File: src/rtl/pipe_hazard_ctrl.sv
// Stall/flush controller for the 5-stage pipeline: load-use detection,
// multi-cycle EX sequencing and a saturating stall-cycle counter.
module pipe_hazard_ctrl #(
  parameter int MULTI_LAT = 4,
  parameter int CNT_W     = 16
) (
  input  logic             clk,
  input  logic             rst,
  input  logic             id_reg_read_en_1,
  input  logic             id_reg_read_en_2,
  input  logic [4:0]       id_reg_addr_1,
  input  logic [4:0]       id_reg_addr_2,
  input  logic             id_write_reg_en,
  input  logic [4:0]       id_write_reg_addr,
  input  logic             id_is_load,
  input  logic             id_is_multi,
  input  logic             if_stall_req,
  input  logic             flush_req,
  output logic [4:0]       stall,
  output logic             flush,
  output logic             ex_busy,
  output logic             ex_done,
  output logic [CNT_W-1:0] stall_cycles
);

  typedef enum logic {
    IDLE,
    BUSY
  } state_e;

  localparam logic [3:0] RELOAD = 4'(MULTI_LAT - 1);

  state_e           state_q, state_d;
  logic [3:0]       cnt_q, cnt_d;
  logic             ld_vld_q, ld_vld_d;
  logic [4:0]       ld_addr_q, ld_addr_d;
  logic [CNT_W-1:0] scnt_q, scnt_d;

  logic       load_use;
  logic       busy_w;
  logic       done_w;
  logic       issue;
  logic [4:0] raw_stall;

  always_comb begin
    load_use = ld_vld_q &&
      ((id_reg_read_en_1 && (id_reg_addr_1 == ld_addr_q)) ||
       (id_reg_read_en_2 && (id_reg_addr_2 == ld_addr_q)));
    busy_w = (state_q == BUSY) && (cnt_q != 4'd0);
    done_w = (state_q == BUSY) && (cnt_q == 4'd0);

    // Stall codes nest, so OR-ing keeps the strongest.
    raw_stall = 5'b00000;
    if (if_stall_req) raw_stall = raw_stall | 5'b00001;
    if (load_use)     raw_stall = raw_stall | 5'b00011;
    if (busy_w)       raw_stall = raw_stall | 5'b00111;

    stall   = (rst || flush_req) ? 5'b00000 : raw_stall;
    flush   = !rst && flush_req;
    ex_busy = busy_w;
    ex_done = done_w;
    issue   = !flush_req && !stall[2] && !stall[1];
  end

  always_comb begin
    state_d   = state_q;
    cnt_d     = cnt_q;
    ld_vld_d  = ld_vld_q;
    ld_addr_d = ld_addr_q;
    scnt_d    = scnt_q;

    if (flush_req) begin
      state_d  = IDLE;
      cnt_d    = 4'd0;
      ld_vld_d = 1'b0;
    end else begin
      if (stall[2]) begin
        ld_vld_d = ld_vld_q;
      end else if (stall[1]) begin
        ld_vld_d = 1'b0;
      end else begin
        ld_vld_d  = id_is_load && id_write_reg_en &&
                    (id_write_reg_addr != 5'd0);
        ld_addr_d = id_write_reg_addr;
      end

      unique case (state_q)
        IDLE: begin
          if (issue && id_is_multi) begin
            state_d = BUSY;
            cnt_d   = RELOAD;
          end
        end
        BUSY: begin
          if (cnt_q != 4'd0) begin
            cnt_d = cnt_q - 4'd1;
          end else if (issue && id_is_multi) begin
            cnt_d = RELOAD;
          end else begin
            state_d = IDLE;
          end
        end
        default: state_d = IDLE;
      endcase
    end

    if ((stall != 5'b00000) && (scnt_q != {CNT_W{1'b1}}))
      scnt_d = scnt_q + 1'b1;
  end

  always_ff @(posedge clk or posedge rst) begin
    if (rst) begin
      state_q   <= IDLE;
      cnt_q     <= 4'd0;
      ld_vld_q  <= 1'b0;
      ld_addr_q <= 5'd0;
      scnt_q    <= '0;
    end else begin
      state_q   <= state_d;
      cnt_q     <= cnt_d;
      ld_vld_q  <= ld_vld_d;
      ld_addr_q <= ld_addr_d;
      scnt_q    <= scnt_d;
    end
  end

  assign stall_cycles = scnt_q;

endmodule

File: config.mk
export PLATFORM = sky130hd
export DESIGN_NAME = pipe_hazard_ctrl
export DESIGN_NICKNAME = d
export VERILOG_FILES = /design/src/rtl/pipe_hazard_ctrl.sv
export SDC_FILE = /design/constraint.sdc
export NUM_CORES = 1
export LEC_CHECK = 0
export CAP_MARGIN = 5
export CORE_ASPECT_RATIO = 1.4
export CORE_MARGIN = 10
export CORE_UTILIZATION = 25
export CTS_CLUSTER_DIAMETER = 50
export DETAILED_ROUTE_END_ITERATION = 8
export GPL_ROUTABILITY_DRIVEN = 1
export HOLD_SLACK_MARGIN = 0.02
export PLACE_DENSITY_LB_ADDON = 0.25
export RECOVER_POWER = 100
export SYNTH_ARGS = -nofsm -noshare
export SYNTH_HDL_FRONTEND = slang
export SYNTH_SLANG_ARGS = --single-unit
File: constraint.sdc
create_clock -name clk -period 2.4 [get_ports clk]
set_input_delay 0.36 -clock clk [delete_from_list [all_inputs] [get_ports clk]]
set_output_delay 0.36 -clock clk [all_outputs]
set_load 0.005 [all_outputs]
==> results.sh <==
export IMPL_cts_tree="built"
export IMPL_cts_hold_fix_buffers=0
export IMPL_hold_viol_final=0
export IMPL_yosys_warnings=0
export IMPL_dp_cells=280
export IMPL_max_cap_viol_count=0
export IMPL_numCtsBuffers=3
export IMPL_synth_area_leaders="dfrtp_1 40%, xor2_1 9.9%, mux2_2 6.7%"
export IMPL_vias=1358
export IMPL_p_comb_share_pct=29.0
export IMPL_root_buffer="clkbuf_8"
export IMPL_synth_ff_type="dfrtp_1"
export IMPL_dr_pass1_iters=3
export IMPL_synth_edf_count=0
export IMPL_required_ns=2.04
export IMPL_cts_max_level=1
export IMPL_core_region_area_mm2=0.006569
export IMPL_antenna_found_initial=0
export IMPL_ys_ff_latch=27
export IMPL_crit_path_end_kind="output port"
export IMPL_grt_pass1_wl_mm=7.189
export IMPL_cp_arrival_ns=1.88
export IMPL_p_clk_share_pct=21.3
export IMPL_slowest_delay_ns=0.54
export IMPL_cts_sinks=27
export IMPL_setup_viol_count_final=0
export IMPL_die_x_um=89.39
export IMPL_drtAntennaViolNets=0
export IMPL_critPathKind="in2out"
export IMPL_syn_area_per_cell_um2=10.94
export IMPL_grt_max_degree=28
export IMPL_drt_wl_total_mm=4.324
export IMPL_dp_slack_ns=-0.1229
export IMPL_syn_inst=154
export IMPL_drc_errors=0
export IMPL_rsz0062_at_grt="false"
export IMPL_cp_slowest_cell="clkdlybuf4s50_1"
export IMPL_io_pins=48
export IMPL_drtIter0Drc=19
export IMPL_startpoint_type="input pin"
export IMPL_postCtsSetupBuffers=0
export IMPL_total_power_mw=1.210
export IMPL_gp_congestion=0.7196
export IMPL_grt_usage_pct=8.652
export IMPL_holdWs_ns=0.5235
export IMPL_hpwl_mm=3.446
export IMPL_area_growth_pct=35.41
export IMPL_finalClockSkew_ns=0.001245
export IMPL_synth_top_area_share_pct=40.09
export IMPL_die_h_um=117.2
export IMPL_ir_worst_vdd_mv=0.2004
export IMPL_finalWorstSetupSlack_ns=0.1566
export IMPL_port_buffers=45
export IMPL_layout_min_cycle_time_ns=2.243
export IMPL_path_clk_slew_ns=0.09
export IMPL_finalInstanceArea_mm2=0.002282
export IMPL_maxSlewViolCount=0
export IMPL_viasPerCell=4.782
export IMPL_cp_common_cell="clkdlybuf4s50_1"
export IMPL_tightest_slew_ns=0.6996
export IMPL_placed_area_mm2=0.002287
export IMPL_setup_tns_ns=0
export IMPL_drive_above_1_share_pct=18.10
export IMPL_initial_core_util_pct=25.66
export IMPL_yosysMostFrequentCell="dfrtp_1"
export IMPL_crit_fanout=3
export IMPL_crit_family="buffers and inverters"
export IMPL_synthArstFlopShare_pct=100.0
export IMPL_nets=237
export IMPL_utilization_pct=34.74
export IMPL_p_sw_mw=0.3681
export IMPL_max_clock_path_buffers=2
export IMPL_path_cells="clkdlybuf4s50_1, or2_4, buf_4, nor2_1, clkdlybuf4s50_1"
export IMPL_post_route_period_util_pct=93.47
export IMPL_clkLatencyLatePin_ns=0.27
export IMPL_synth_area_mm2=0.001685
export IMPL_internal_power_mw=0.8417
export IMPL_outcome="finished, final reports clean"
export IMPL_path_buf_inv=3
export IMPL_p_sw_share_pct=30.43
export IMPL_synth_seq_area_share_pct=40.09
export IMPL_p_seq_share_pct=49.7
export IMPL_synth_top_cells_by_count="27 x dfrtp_1, 19 x xor2_1, 15 x nand2_1, 10 x mux2_2"
export IMPL_slew_headroom_pct=53.36
export IMPL_die_area_mm2=0.01047
export IMPL_n_antenna_cell=0
export IMPL_finalNonFillerCells=284
export IMPL_synth_top_cell_by_area="dfrtp_1"
export IMPL_power_density_mw_per_mm2=530.1
export IMPL_yosysUniqueCellTypes=48
export IMPL_fmax_mhz=445.8
export IMPL_avgRoutedWirePerCell_um=15.23
export IMPL_std_cell_rows=35
export IMPL_p_leak_nw=0.9903
export IMPL_hold_path_class="reg2reg"
export IMPL_grt_remaining_overflow=0
export IMPL_grt_pass1_vias=1474
==> cell families (layout without fill, tap and decap cells) <==
logic type | after synthesis | count (layout) | synth area share, %
AND/OR/NAND/NOR | 50 | 50 | 17.00
AO/OA/AOI/OAI | 32 | 32 | 19.38
flip-flops | 27 | 27 | 40.09
XOR/XNOR | 19 | 19 | 9.874
buffers and inverters | 12 | 67 | 4.677
multiplexers | 11 | 11 | 7.276
adder cells (fa/ha/maj) | 2 | 2 | 1.485
other | 1 | 2 | 0.2225
==> final timing paths <==
| kind | from | to | slack [ns] | depth (start not counted) |
|---|---|---|---|---|
| max | flush_req | stall[2] | 0.16 | 5 |
| min | stall_cycles[12] | stall_cycles[12] | 0.52 | 1 |
| max reg2reg | cnt_q[0] | stall_cycles[12] | 0.34 | 8 |
| min reg2reg | stall_cycles[12] | stall_cycles[12] | 0.52 | 1 |
| max in group asynchronous | rst | stall_cycles[12] | 1.17 | 4 |
| min in group asynchronous | rst | ld_vld_q | 0.78 | 4 |
==> flip-flops by register name, summed over array words and instances (netlist names) <==
signal / count
ld_addr_q: 5
ld_vld_q: 1
cnt_q: 4
state_q: 1
stall_cycles: 16
==> layout by cell type, fill, tap and decap left out, types with 4 or more instances in the layout <==
cell	n
xor2_1	19
mux2_2	10
nand4_1	4
nor3_1	6
nand2_1	15
inv_1	4
nor2_1	6
a211oi_1	4
clkdlybuf4s50_1	26
a21oi_1	7
dlygate4sd3_1	17
dfrtp_1	27
buf_4	8
==> power groups by stage <==
stage / Clock, mW / Sequential, mW / Combinational, mW
2_1_floorplan: 0 / 0.598 / 0.175
3_3_place_gp: 0 / 0.612 / 0.380
5_1_grt: 0.287 / 0.615 / 0.386
4_1_cts: 0.273 / 0.605 / 0.391
3_5_place_dp: 0 / 0.614 / 0.383
6_report: 0.258 / 0.601 / 0.351
==> metal layers <==
metal	track usage [%]	routed length, um	vias up
met3	2.216	297	4
met4	3.191	50	0
li1	-	-	671
met5	0	0	-
met1	9.255	1673	654
met2	15.74	2303	29
==> repair_timing <==
item	4_1_cts	5_1_grt
resized for setup	5	1
endpoints found under the setup margin	2	1
pin swaps	1	0
==> cell type report <==
class / instances / area [um^2]
well taps: 74 / 92.59
multi-input cells: 116 / 902.1
clock buffers: 4 / 45.04
fillers: 694 / 4287
inverters: 5 / 18.77
repair buffers: 58 / 548.0
flip-flops and latches: 27 / 675.6
No activity file was read; power rests on OpenSTA's default activity.
